==> config.mk <==
export PLATFORM = sky130hd
export DESIGN_NAME = bot_intr_ctl
export DESIGN_NICKNAME = d
export VERILOG_FILES = /design/src/rtl/bot_if_pkg.sv /design/src/rtl/intr_timer.sv /design/src/rtl/bot_intr_ctl.sv
export SDC_FILE = /design/constraint.sdc
export NUM_CORES = 1
export LEC_CHECK = 0
export CORE_ASPECT_RATIO = 1.5
export CORE_MARGIN = 10
export CORE_UTILIZATION = 40
export CTS_BUF_LIST = sky130_fd_sc_hd__clkbuf_16
export DETAILED_ROUTE_END_ITERATION = 16
export GPL_TIMING_DRIVEN = 0
export PLACE_DENSITY = 0.67
export SLEW_MARGIN = 5
export SYNTH_ARGS = -nofsm -noshare
export SYNTH_HDL_FRONTEND = slang
export SYNTH_SLANG_ARGS = --single-unit
==> constraint.sdc <==
create_clock -name clk -period 1.6 [get_ports clk]
set_input_delay 0.16 -clock clk [delete_from_list [all_inputs] [get_ports clk]]
set_output_delay 0.16 -clock clk [all_outputs]
set_load 0.03 [all_outputs]
==> src/rtl/bot_if_pkg.sv <==
// Shared types and constants for the RojoBot interrupt sequencer.
// State encoding, counter width default and 100 MHz cycle constants.
package bot_if_pkg;

  typedef enum logic [1:0] {
    ST_IDLE = 2'd0,
    ST_REQ  = 2'd1,
    ST_HOLD = 2'd2
  } state_e;

  localparam int CNT_W_DEF    = 8;
  localparam int HOLDOFF_DEF  = 2;
  localparam int CLK_HZ       = 100_000_000;
  localparam int TIMEOUT_10MS = CLK_HZ / 100;

endpackage

==> src/rtl/intr_timer.sv <==
// Down-counter with load and terminal count (tc = count is zero).
// Ports: clk, reset (sync, active-low), load/load_val, dec, tc.
module intr_timer #(
  parameter int W = 4
) (
  input  logic         clk,
  input  logic         reset,
  input  logic         load,
  input  logic [W-1:0] load_val,
  input  logic         dec,
  output logic         tc
);

  logic [W-1:0] cnt_q, cnt_d;

  always_comb begin
    cnt_d = cnt_q;
    if (load) begin
      cnt_d = load_val;
    end else if (dec && (cnt_q != '0)) begin
      cnt_d = cnt_q - 1'b1;
    end
  end

  always_ff @(posedge clk) begin
    if (!reset) cnt_q <= '0;
    else        cnt_q <= cnt_d;
  end

  assign tc = (cnt_q == '0);

endmodule

==> src/rtl/bot_intr_ctl.sv <==
// RojoBot update -> KCPSM6 interrupt sequencer with holdoff, watchdog
// (BOT_INTR_TIMEOUT_EN) and status counters. Ports: clk, reset (sync,
// active-low), upd_sysregs, intr_mask, clear_status, interrupt,
// interrupt_ack, pending, intr_count, ovr_count, timeout_flag.
module bot_intr_ctl
  import bot_if_pkg::*;
#(
  parameter int CNT_W          = CNT_W_DEF,
  parameter int HOLDOFF_CYCLES = HOLDOFF_DEF,
  parameter int TIMEOUT_CYCLES = TIMEOUT_10MS
) (
  input  logic             clk,
  input  logic             reset,
  input  logic             upd_sysregs,
  input  logic             intr_mask,
  input  logic             clear_status,
  output logic             interrupt,
  input  logic             interrupt_ack,
  output logic             pending,
  output logic [CNT_W-1:0] intr_count,
  output logic [CNT_W-1:0] ovr_count,
  output logic             timeout_flag
);

  localparam int HOLD_N =
    (HOLDOFF_CYCLES < 1) ? 1 : HOLDOFF_CYCLES;
`ifdef BOT_INTR_TIMEOUT_EN
  localparam int WD_N =
    (TIMEOUT_CYCLES < 1) ? 1 : TIMEOUT_CYCLES;
  localparam int TMR_MAX =
    (WD_N > HOLD_N) ? WD_N : HOLD_N;
`else
  localparam int TMR_MAX = HOLD_N;
`endif
  localparam int TMR_W = $clog2(TMR_MAX + 1);

  // Timer is loaded with N-1 so tc fires in the N-th cycle.
  localparam logic [TMR_W-1:0] HOLD_LD = TMR_W'(HOLD_N - 1);
`ifdef BOT_INTR_TIMEOUT_EN
  localparam logic [TMR_W-1:0] WD_LD = TMR_W'(WD_N - 1);
`endif

  state_e             state_q, state_d;
  logic               pend_q, pend_d;
  logic [CNT_W-1:0]   ic_q, ic_d;
  logic [CNT_W-1:0]   oc_q, oc_d;
  logic               launch;
  logic               tmr_load;
  logic [TMR_W-1:0]   tmr_val;
  logic               tmr_dec;
  logic               tmr_tc;
`ifdef BOT_INTR_TIMEOUT_EN
  logic               to_q, to_d;
`endif

  intr_timer #(.W(TMR_W)) u_tmr (
    .clk      (clk),
    .reset    (reset),
    .load     (tmr_load),
    .load_val (tmr_val),
    .dec      (tmr_dec),
    .tc       (tmr_tc)
  );

  always_comb begin
    state_d  = state_q;
    pend_d   = pend_q;
    ic_d     = ic_q;
    oc_d     = oc_q;
    launch   = 1'b0;
    tmr_load = 1'b0;
    tmr_val  = HOLD_LD;
    tmr_dec  = 1'b0;
`ifdef BOT_INTR_TIMEOUT_EN
    to_d     = to_q;
`endif
    unique case (state_q)
      ST_IDLE: begin
        if (pend_q && !intr_mask) begin
          launch  = 1'b1;
          state_d = ST_REQ;
`ifdef BOT_INTR_TIMEOUT_EN
          tmr_load = 1'b1;
          tmr_val  = WD_LD;
`endif
        end
      end
      ST_REQ: begin
        // Ack beats a same-cycle watchdog expiry.
        if (interrupt_ack) begin
          state_d  = ST_HOLD;
          tmr_load = 1'b1;
          ic_d     = ic_q + 1'b1;
`ifdef BOT_INTR_TIMEOUT_EN
        end else if (tmr_tc) begin
          state_d  = ST_HOLD;
          tmr_load = 1'b1;
          to_d     = 1'b1;
        end else begin
          tmr_dec  = 1'b1;
`endif
        end
      end
      ST_HOLD: begin
        if (tmr_tc) state_d = ST_IDLE;
        else        tmr_dec = 1'b1;
      end
      default: state_d = ST_IDLE;
    endcase

    // A new event is only lost when one is already waiting and
    // is not being moved into flight this cycle.
    if (upd_sysregs && pend_q && !launch && (oc_q != '1)) begin
      oc_d = oc_q + 1'b1;
    end
    if (launch)      pend_d = 1'b0;
    if (upd_sysregs) pend_d = 1'b1;

    if (clear_status) begin
      ic_d = '0;
      oc_d = '0;
`ifdef BOT_INTR_TIMEOUT_EN
      to_d = 1'b0;
`endif
    end
  end

  always_ff @(posedge clk) begin
    if (!reset) begin
      state_q <= ST_IDLE;
      pend_q  <= 1'b0;
      ic_q    <= '0;
      oc_q    <= '0;
    end else begin
      state_q <= state_d;
      pend_q  <= pend_d;
      ic_q    <= ic_d;
      oc_q    <= oc_d;
    end
  end

`ifdef BOT_INTR_TIMEOUT_EN
  always_ff @(posedge clk) begin
    if (!reset) to_q <= 1'b0;
    else        to_q <= to_d;
  end
  assign timeout_flag = to_q;
`else
  assign timeout_flag = 1'b0;
`endif

  assign interrupt  = (state_q == ST_REQ);
  assign pending    = pend_q;
  assign intr_count = ic_q;
  assign ovr_count  = oc_q;

endmodule
; Word-level counts from Yosys, hierarchy flattened
; Cells that the tools add are included.
[word_totals]
out_inout_bits = 19
ff_bits = 21
[op_classes]
reduce_logical = 16
bitwise = 1
n_mux = 14
n_addsub = 3
eq_ne = 6
[op_table]
columns = operator, n
row1 = adder 8 x 1 -> 8 bit (second input constant), 2
row2 = two-way mux 1 bit, 10
row3 = != test 8 bit (second input constant), 1
row4 = two-way mux 2 bit, 3
row5 = one-hot mux 2 bit (3 select lines), 1
row6 = nonzero test 2 bit, 3
row7 = logical AND 1 bit, 5
row8 = zero test 2 bit, 2
row9 = != test 2 bit (second input constant), 2
row10 = OR reduction 2 bit, 2
row11 = AND reduction 3 bit, 1
row12 = == test 2 x 1 -> 1 bit (second input constant), 1
row13 = == test 2 bit (second input constant), 1
row14 = zero test 1 bit, 2
row15 = != test 2 x 1 -> 1 bit (second input constant), 1
row16 = AND reduction 2 bit, 1
row17 = subtractor 2 x 1 -> 2 bit (second input constant), 1
row18 = NOT 1 bit, 1

; Logic depth before layout (Yosys ltp)
; Gate-level depths: netlist (run 1).
[logic_depth]
depth_word = 7
ltp_mapped = 6
mapped_depth_nobuf = 5

; Hierarchy
; A second synthesis (run 1) with hierarchy kept.
[unflattened]
hier_cells = 117
hier_area_um2 = 1058.5
[modules_own_cells]
columns = module, n_inst, cells_per_inst, area_each_um2, seq_area_each_um2
row1 = bot_intr_ctl, 1, 103, 935.9, 380.4
row2 = intr_timer, 1, 14, 122.6, 40.0

; Least setup slack after synthesis (run 1)
; Ideal clock, no wire load.
[synth_timing]
kind = register to register
startpoint = reg oc_q[0], in the netlist ovr_count[0]
endpoint = reg oc_q[1], in the netlist ovr_count[1]
required_time_ns = 1.478
arrival_ns = 1.431
path_stages_with_launch = 6
period_less_slack_ns = 1.553
path_slack_ns = 0.047
cell_sequence = dfxtp_1 > ha_1 > nand4_1 > o21ai_2 > mux2i_1 > nor2_1
[synth_via]
elab_chain_cells = 2
[synth_lines]
columns = element, line_no
row1 = "start, declared", bot_intr_ctl.sv:46  ; logic [CNT_W-1:0] oc_q, oc_d;
row2 = "start signal, assigned", bot_intr_ctl.sv:133  ; oc_q <= '0;
row3 = "start signal, assigned", bot_intr_ctl.sv:138  ; oc_q <= oc_d;
row4 = branches (longest 2 deep; another with adder 8 x 1 -> 8 bit), -
; Parallel ways; which one is timed is not known.
; A chain may end at the register's enable or synchronous reset.

; Worst setup path after layout (run 1)
[layout_timing]
startpoint = reg oc_q[2], in the netlist ovr_count[2]
endpoint = out ovr_count[2]
[layout_lines]
columns = element, line_no
row1 = "end, declared", bot_intr_ctl.sv:21  ; output logic [CNT_W-1:0] ovr_count,
; No word-level cell between the ends.

==> metrics.csv, run 1 <==
stage,metric,value,unit
run_status,status,completed,
final_layout,num_antenna_cells,0,
power_and_ir_drop,ir_worst_vdd,774,uV
drt,first_pass_iters,4,
timing,finalClockSkew,0.00188,ns
critical_path,worst_ep_required_time,1.44,ns
synth,synth_compound_area_share,13.8,%
critical_path,slowest_stage,clkdlybuf4s50_1,
floorplanning,dieArea,0.00491,mm2
clock_network,htreeDepth,1,
drt,wl_per_cell,13.7,um
critical_path,crit_path_max_incr_delay,0.72,ns
critical_path,critPathKind,register to primary output,
timing,fin_setup_tns,0,ns
timing,finalHoldViolCount,0,
timing,slew_violations,0,
global_route,antenna_found_initial,0,
global_route,grt_pass1_wl,3.57,mm
critical_path,cp_max_fo,6,
critical_path,path_cells,clkdlybuf4s50_1,
floorplanning,die_x,60.6,um
critical_path,r2r_start,ovr_count[0],
drt,wl,2.23,mm
clock_network,clkSinkCount,21,
global_route,grt_overflow,0,
floorplanning,ios,25,
synth,synth_cells,111,
place,placed_cell_area,0.00125,mm2
drt,antenna_left,0,
timing,min_period,1.56,ns
place,dp_hpwl,1.72,mm
drt,viasPerCell,5.34,
final_layout,drive_gt1_share,9.35,%
final_layout,final_core_util,55.7,%
synth,syn_area,991,um2
synth,yosys.area_share.simple,23.9,%
clock_network,numCtsBuffers,3,
critical_path,worstSetupEndpointType,primary output,
synth,syn_nets,120,
synth,ys_ff_latch,21,
critical_path,cp_top_family,buffers and inverters,
synth,synth_top_family_by_area,simple AND/OR/NAND/NOR gates,
final_layout,final_nets,149,
synth,synth-xor-area-share,8.84,%
floorplanning,dieHeight,81.0,um
place,io_buffer_count,23,
drt,routed-via-count,870,
clock_network,root_buffer,clkbuf_16,
hold_path,hp-class,register to register,
final_layout,areaGrowthSynthToFinish,36.2,%
drt,first_iter_violations,13,
floorplanning,start_util,40.9,%
final_layout,fill_cells,226,
final_layout,fin_cells,163,
place,dp.cells,158,
flow_run,drv_cap,0,
place,gp_congestion,0.779,
global_route,grt_max_degree,13,
synth,yosys_warnings,0,
global_route,grtUsageTotal,9.15,%
clock_network,clkLatencyLatePin,0.25,ns
critical_path,arrival,1.40,ns
power_and_ir_drop,p_leak,0.491,nW
clock_network,path_clk_slew,0.06,ns
clock_network,ctsHoldBuffers,0,
drt,drcViolationCount,0,
synth,synth_cell_types,37,
power_and_ir_drop,power.density,830,mW/mm2
clock_network,cts_tree,done,
timing,min_period_over_period,97.5,%
floorplanning,fp-row-count,22,
critical_path,crit_path_start,ovr_count[2],
global_route,grt_pass1_vias,818,
critical_path,start_kind,register,
timing,max_freq,0.641,GHz
clock_network,clk_path_buf_depth,2,
synth,post_synth.cell_area_avg,8.93,um2
critical_path,critPathBufInv,1,
hold_path,hp-start,intr_count[1],
timing,setup_viol,0,
floorplanning,core_area,0.00242,mm2
synth,synth.area.mux_share,3.03,%
synth,yosys.area_share.adder,3.79,%
timing,rsz0062_at_grt,false,
synth,ys_seq_area_share,42.4,%
final_layout,final_area,0.00135,mm2
==> area by class of cell <==
cell class / count / area, um2 / area share, %
plain buffers: 5 / 25.0 / 1.85
clock buffers: 3 / 75.1 / 5.56
inverters: 4 / 15.0 / 1.11
flip-flops and latches: 21 / 420 / 31.1
repair buffers: 24 / 239 / 17.7
clock inverters: 1 / 5.00 / 0.371
multi-input cells: 81 / 541 / 40.0
well taps: 24 / 30.0 / 2.22
==> sequential cells by signal, indices dropped and copies added, names as in the netlist <==
signal	cells
state_q	2
pending	1
intr_count	8
u_tmr.cnt_q	2
ovr_count	8
==> layout by cell type, fill, tap and decap left out, drive strengths merged, types with 2 or more instances in the layout <==
cell            n
clkdlybuf4s50  21
nand2           9
nand3           2
ha              3
buf             3
nand4           3
mux2i           3
a21oi           3
o21a            2
o21ai           5
nor2           14
xnor2           3
clkbuf          6
xor2            7
nor3            3
o211ai          2
inv             4
dfxtp          21
nor3b           3
nor4            2
and3            3
==> synthesized netlist by cell type <==
master / instances / area (um2)
nand2b_1: 1 / 6.26
nand4b_1: 1 / 8.76
xnor2_1: 3 / 26.3
inv_1: 4 / 15.0
a21boi_0: 1 / 7.51
nor3b_1: 3 / 22.5
o31a_1: 1 / 8.76
o21a_1: 2 / 15.0
o2111a_1: 1 / 11.3
a21oi_1: 3 / 15.0
mux2i_1: 3 / 30.0
o311ai_2: 1 / 16.3
buf_2: 1 / 5.00
o21ai_0: 3 / 15.0
xor2_1: 7 / 61.3
o211ai_1: 2 / 15.0
clkbuf_1: 3 / 11.3
ha_1: 3 / 37.5
nor2_1: 14 / 52.6
nor4_1: 2 / 12.5
o311a_2: 1 / 11.3
nand2_1: 9 / 33.8
and2b_1: 1 / 7.51
nor3_1: 3 / 15.0
o21ai_1: 1 / 5.00
buf_4: 1 / 7.51
and3_1: 3 / 18.8
dfxtp_1: 21 / 420
or3_1: 1 / 6.26
nand4_1: 3 / 18.8
a211oi_1: 1 / 7.51
nand3b_1: 1 / 7.51
or4_1: 1 / 7.51
and3b_1: 1 / 8.76
o21ai_2: 1 / 8.76
conb_1: 1 / 3.75
nand3_1: 2 / 10.0
==> report_power, final <==
| group | switching (mW) | total [mW] | internal [mW] |
|---|---|---|---|
| Sequential | 0.00465 | 0.533 | 0.528 |
| Clock | 0.181 | 0.516 | 0.335 |
| Combinational | 0.0393 | 0.0721 | 0.0327 |
==> final timing paths <==
check | end | slack (ns) | cells after the start
worst min-delay path | intr_count[1] | 0.50 | 2
worst max-delay path | ovr_count[2] | 0.04 | 1
worst min register to register | intr_count[1] | 0.50 | 2
worst max register to register | ovr_count[3] | 0.12 | 5
==> per-layer routing <==
layer	part of all wire (%)	GRT usage [%]	vias up	wire [um]
li1	-	-	448	-
met5	0	0	-	0
met4	1.3	3.52	0	29
met3	8.5	5.15	4	189
met2	49	14.8	15	1080
met1	42	9.52	403	926
==> cell families (layout without fill, tap and decap cells) <==
family                   after synthesis  in the layout
multiplexers                           3              3
adder cells (fa/ha/maj)                3              3
XOR/XNOR                              10             10
AO/OA/AOI/OAI                         18             18
other                                  1              1
AND/OR/NAND/NOR                       46             46
buffers and inverters                  9             37
flip-flops                            21             21
==> per-stage QoR <==
stage,setup WS [ns],hold WS (ns),power [mW]
after CTS,0.0416,0.506,1.14
after global placement,-0.174,0.487,0.616
after floorplan,0.0474,0.277,0.584
final,0.0393,0.500,1.12
after global routing,0.00184,0.527,1.16
after detailed placement,-0.191,0.494,0.617
==> what timing repair did <==
action | CTS | global route
endpoints found under the setup margin | 1 | 12
setup buffers | 0 | 1
resized for setup | 1 | 5
gates cloned | 0 | 0
Power figures use the tool's default switching activity.
==> inputs of run 2 (changes only) <==
--- a/config.mk
+++ b/config.mk
@@ -11,7 +11,7 @@
 export CTS_BUF_LIST = sky130_fd_sc_hd__clkbuf_16
 export DETAILED_ROUTE_END_ITERATION = 16
 export GPL_TIMING_DRIVEN = 0
-export PLACE_DENSITY = 0.67
+export PLACE_DENSITY = 0.7
 export SLEW_MARGIN = 5
 export SYNTH_ARGS = -nofsm -noshare
 export SYNTH_HDL_FRONTEND = slang
==> constraint.sdc (replaced) <==
create_clock -name clk -period 1.4 [get_ports clk]
set_input_delay 0.14 -clock clk [delete_from_list [all_inputs] [get_ports clk]]
set_output_delay 0.14 -clock clk [all_outputs]
set_load 0.03 [all_outputs]
==> metrics.csv, run 2 (synthesized netlist as in run 1, its figures left out) <==
stage,metric,value,unit,change
floorplanning,start_util,40.9,%,unchanged
run_status,status,"finished, violations left",,
floorplanning,core_area,0.00242,mm2,unchanged
drt,antenna_left,0,,unchanged
global_route,grt_overflow,0,,unchanged
critical_path,critPathBufInv,1,,unchanged
drt,first_iter_violations,9,,-4
clock_network,clk_path_buf_depth,2,,unchanged
flow_run,drv_cap,0,,unchanged
timing,slew_violations,0,,unchanged
timing,hold_slack,0.357,ns,-0.142 ns
drt,wl,2.39,mm,+7.1%
timing,finalHoldViolCount,0,,unchanged
final_layout,final_cell_mix,"dlygate4sd2_1, nor2_1, dfxtp_1, nand2_1",,
final_layout,final_nets,149,,unchanged
final_layout,num_antenna_cells,0,,unchanged
final_layout,final_area,0.00139,mm2,+3.0%
floorplanning,dieHeight,81.0,um,unchanged
critical_path,worstSetupEndpointType,register,,
clock_network,clkLatencyLatePin,0.26,ns,about the same
clock_network,ctsHoldBuffers,0,,unchanged
drt,wl_per_cell,14.6,um,+7.1%
drt,routed-via-count,879,,+1.0%
timing,fin_setup_tns,-0.0235,ns,-0.0235 ns
clock_network,cts_tree,done,,
final_layout,drive_gt1_share,18.7,%,+9.4 points
timing,fin_ws,-0.0235,ns,-0.0628 ns
critical_path,start_kind,primary input,,
place,gp_congestion,0.785,,+0.78%
critical_path,crit_path_max_incr_delay,0.57,ns,-0.15 ns
floorplanning,ios,25,,unchanged
power_and_ir_drop,power.density,938,mW/mm2,+13%
floorplanning,dieArea,0.00491,mm2,unchanged
timing,min_period,1.42,ns,
clock_network,root_buffer,clkbuf_16,,
power_and_ir_drop,fin_total_pwr,1.30,mW,+16%
floorplanning,fp-row-count,22,,unchanged
floorplanning,die_x,60.6,um,unchanged
critical_path,slowest_stage,clkdlybuf4s50_1,,
timing,rsz0062_at_grt,true,,
global_route,grt_pass1_vias,902,,+10%
final_layout,areaGrowthSynthToFinish,40.3,%,
clock_network,htreeDepth,1,,unchanged
drt,viasPerCell,5.39,,+1.0%
final_layout,layout_commonest_cell,dlygate4sd2_1,,
clock_network,path_clk_slew,0.06,ns,about the same
clock_network,clkSinkCount,21,,unchanged
drt,drcViolationCount,0,,unchanged
timing,finalClockSkew,0.00201,ns,+0.000130 ns
power_and_ir_drop,p_leak,0.569,nW,+16%
global_route,grt_pass1_wl,3.82,mm,+7.1%
timing,setup_viol,1,,+1
power_and_ir_drop,ir_worst_vdd,683,uV,-12%
global_route,grt_max_degree,13,,unchanged
critical_path,arrival,1.61,ns,+0.21 ns
timing,max_freq,0.703,GHz,
clock_network,numCtsBuffers,3,,unchanged
critical_path,cp_top_family,buffers and inverters,,
place,io_buffer_count,23,,unchanged
critical_path,cp_max_fo,4,,-2
critical_path,critPathKind,primary input to register,,
place,placed_cell_area,0.00128,mm2,+2.2%
place,pre_cts_ws,-0.335,ns,-0.144 ns
place,dp_hpwl,1.67,mm,-3.0%
critical_path,worst_ep_required_time,1.59,ns,+0.15 ns
timing,min_period_over_period,102,%,
global_route,antenna_found_initial,0,,unchanged
run_status,failed_checks,negative setup slack,,
critical_path,path_cells,clkdlybuf4s50_1 > o311a_4 > o21ai_2 > or4_1 > o21ai_1,,
hold_path,hp-class,primary input to register,,
global_route,grtUsageTotal,9.72,%,+0.57 points
drt,first_pass_iters,4,,unchanged
==> run 2: cell count changes in the layout (fill, tap and decap cells not counted), sizes merged <==
cell	delta
clkdlybuf4s50	-18
dlygate4sd2	+17
buf	+1
==> run 2: report_power, final <==
group / total [mW] / internal [mW] / switching [mW]
clock: 0.610 / 0.384 / 0.227
combinational: 0.0850 / 0.0371 / 0.0480
sequential: 0.608 / 0.601 / 0.00732
==> run 2: repair_timing <==
action	4_1_cts	5_1_grt
pin swaps	0	5
buffers inserted	1	1
setup endpoints to repair	30	15
gates resized for setup	24	7
==> run 2: path summary, 6_finish.rpt <==
| kind | startpoint | endpoint | slack (ns) | cells after the start |
|---|---|---|---|---|
| setup / recovery | upd_sysregs | ovr_count[3] | -0.02 | 5 |
| hold / removal | reset | state_q[1] | 0.36 | 2 |
| setup reg to reg | ovr_count[1] | ovr_count[2] | 0.01 | 6 |
| hold reg to reg | intr_count[1] | intr_count[1] | 0.47 | 2 |
==> run 2: layer usage <==
metal | up-vias | wire [um] | global-route usage (%) | share of wire [%]
met1 | 412 | 922 | 10.0 | 39
li1 | 446 | - | - | -
met4 | 0 | 43 | 4.63 | 1.8
met2 | 16 | 1220 | 16.0 | 51
met5 | - | 0 | 0 | 0
met3 | 5 | 200 | 4.68 | 8.4
==> run 2: per-stage QoR <==
| stage | instances | util, % |
|---|---|---|
| 5_1_grt | 163 | 57.4 |
| 3_5_place_dp | 158 | 52.8 |
| 2_1_floorplan | 111 | - |
| 4_1_cts | 163 | 55.9 |
| 3_3_place_gp | 158 | 52.8 |
| 6_report | 163 | 57.4 |
==> run 2: cell type report <==
class	instances	area, um2
sequential	21	437
multi-input combinational	81	581
timing repair buffer	25	220
fill	234	1030
inverter	4	15.0
tap	24	30.0
clock inverter	1	5.00
buffer	4	27.5
clock buffer	3	75.1
==> inputs of run 3 (changes only) <==
--- a/config.mk
+++ b/config.mk
@@ -7,11 +7,11 @@
 export LEC_CHECK = 0
 export CORE_ASPECT_RATIO = 1.5
 export CORE_MARGIN = 10
-export CORE_UTILIZATION = 40
+export CORE_UTILIZATION = 35
 export CTS_BUF_LIST = sky130_fd_sc_hd__clkbuf_16
 export DETAILED_ROUTE_END_ITERATION = 16
 export GPL_TIMING_DRIVEN = 0
-export PLACE_DENSITY = 0.7
+export PLACE_DENSITY = 0.63
 export SLEW_MARGIN = 5
 export SYNTH_ARGS = -nofsm -noshare
 export SYNTH_HDL_FRONTEND = slang
==> metrics.csv, run 3 (synthesized netlist as in run 1, its figures left out) <==
stage,metric,value,unit,change
floorplanning,dieArea,0.00540,mm2,+10%
critical_path,worst_ep_required_time,1.58,ns,about the same
clock_network,numCtsBuffers,3,,unchanged
timing,min_period,1.41,ns,-0.0102 ns
flow_run,drv_cap,0,,unchanged
drt,drcViolationCount,0,,unchanged
run_status,failed_checks,negative setup slack,,
final_layout,final_core_util,53.3,%,-4.1 points
final_layout,num_antenna_cells,0,,unchanged
drt,first_iter_violations,10,,+1
global_route,grtUsageTotal,8.68,%,-1.0 points
global_route,grt_use_met3,3.16,%,-1.5 points
timing,slew_violations,0,,unchanged
run_status,status,"finished, violations left",,
global_route,use_met2,15.2,%,-0.72 points
global_route,antenna_found_initial,0,,unchanged
final_layout,layout_commonest_cell,dlygate4sd2_1,,
critical_path,crit_path_max_incr_delay,0.48,ns,-0.09 ns
critical_path,cp_max_fo,4,,unchanged
global_route,use_met1,9.37,%,-0.67 points
clock_network,clkSinkCount,21,,unchanged
clock_network,cts_tree,done,,
critical_path,path_cells,ha_4 > nand4_1 > o21ai_2 > or4_1 > o21ai_1,,
place,pre_cts_ws,-0.368,ns,-0.0328 ns
timing,setup_viol,2,,+1
floorplanning,dieHeight,85.2,um,+5.2%
drt,first_pass_iters,4,,unchanged
timing,max_freq,0.708,GHz,+0.72%
drt,antenna_left,0,,unchanged
final_layout,fill_cells,291,,+24%
global_route,grt_pass1_wl,3.97,mm,+4.0%
final_layout,drive_gt1_share,21.7,%,+3.0 points
critical_path,critPathKind,register to register,,
drt,wl_per_cell,13.4,um,-8.8%
clock_network,root_buffer,clkbuf_16,,
floorplanning,core_area,0.00271,mm2,+12%
clock_network,clkLatencyLatePin,0.25,ns,about the same
global_route,busiest_layer,met2,,
timing,finalClockSkew,0.00327,ns,+0.00127 ns
drt,wl,2.40,mm,+0.75%
global_route,grt_max_degree,13,,unchanged
place,dp_hpwl,1.74,mm,+4.1%
clock_network,clk_path_buf_depth,2,,unchanged
critical_path,start_kind,register,,
clock_network,path_clk_slew,0.06,ns,about the same
global_route,grt_overflow,0,,unchanged
floorplanning,start_util,36.6,%,-4.3 points
global_route,grt_pass1_vias,877,,-2.8%
power_and_ir_drop,power.density,895,mW/mm2,-4.6%
timing,rsz0062_at_grt,true,,
drt,viasPerCell,4.84,,-10%
critical_path,worstSetupEndpointType,register,,
clock_network,ctsHoldBuffers,0,,unchanged
critical_path,slowest_stage,or4_1,,
place,io_buffer_count,23,,unchanged
timing,min_period_over_period,101,%,-0.73 points
final_layout,final_cell_mix,"dlygate4sd2_1, nor2_1, dfxtp_1, nand2_1",,
hold_path,hp-class,primary input to register,,
power_and_ir_drop,ir_worst_vdd,1060,uV,+55%
timing,finalHoldViolCount,0,,unchanged
power_and_ir_drop,fin_total_pwr,1.29,mW,-0.98%
drt,routed-via-count,872,,-0.80%
floorplanning,ios,25,,unchanged
timing,fin_ws,-0.0133,ns,+0.0102 ns
floorplanning,fp-row-count,23,,+4.5%
final_layout,areaGrowthSynthToFinish,45.6,%,
place,gp_congestion,0.776,,-1.2%
final_layout,final_nets,153,,+2.7%
floorplanning,die_x,63.4,um,+4.6%
critical_path,arrival,1.59,ns,-0.02 ns
power_and_ir_drop,p_leak,0.596,nW,+4.8%
clock_network,htreeDepth,1,,unchanged
run 3: cell type report:
class / count / area [um2] / share of cell area [%]
inverters: 4 / 15.0 / 1.04
flip-flops and latches: 21 / 437 / 30.3
plain buffers: 4 / 27.5 / 1.91
repair buffers: 29 / 253 / 17.5
well taps: 37 / 46.3 / 3.21
multi-input cells: 81 / 584 / 40.5
clock inverters: 1 / 5.00 / 0.347
clock buffers: 3 / 75.1 / 5.20
run 3: layer usage:
layer	wire length, um	vias up
li1	-	453
met1	1040	402
met2	1220	13
met3	120	4
met4	27	0
met5	0	-
run 3: path summary, 6_finish.rpt:
| check | startpoint | endpoint | slack, ns | cells past startpoint |
|---|---|---|---|---|
| setup / recovery | ovr_count[0] | ovr_count[3] | -0.01 | 5 |
| hold / removal | upd_sysregs | pending | 0.25 | 2 |
| setup reg to reg | ovr_count[0] | ovr_count[3] | -0.01 | 5 |
| hold reg to reg | intr_count[1] | intr_count[1] | 0.48 | 2 |
run 3: where the power goes:
group / switching, mW / internal (mW)
clock network: 0.215 / 0.383
registers: 0.00688 / 0.601
logic: 0.0482 / 0.0369
total: 0.270 / 1.02
run 3: stage by stage:
step                      hold slack (ns)  TNS (ns)  instance area, um2  instances
after global placement              0.467     -4.11                1290        171
after detailed placement            0.471     -4.20                1290        171
after CTS                           0.368   -0.0285                1380        177
after global routing                0.296    -0.298                1440        180
after floorplan                     0.257         0                1020        111
final                               0.253   -0.0222                1440        180
run 3: timing repair:
| item | 4_1_cts | 5_1_grt |
|---|---|---|
| endpoints found under the setup margin | 31 | 12 |
| buffers inserted | 2 | 4 |
| hold endpoints to repair | 0 | 0 |
| pin swaps | 1 | 5 |
| gates resized for setup | 25 | 9 |
run 3: worst max-delay path, delay by kind of cell (launching register included):
family	cells	cell delay, ns
AND/OR/NAND/NOR	2	0.63
flip-flops	1	0.36
AO/OA/AOI/OAI	2	0.19
adder cells (fa/ha/maj)	1	0.16
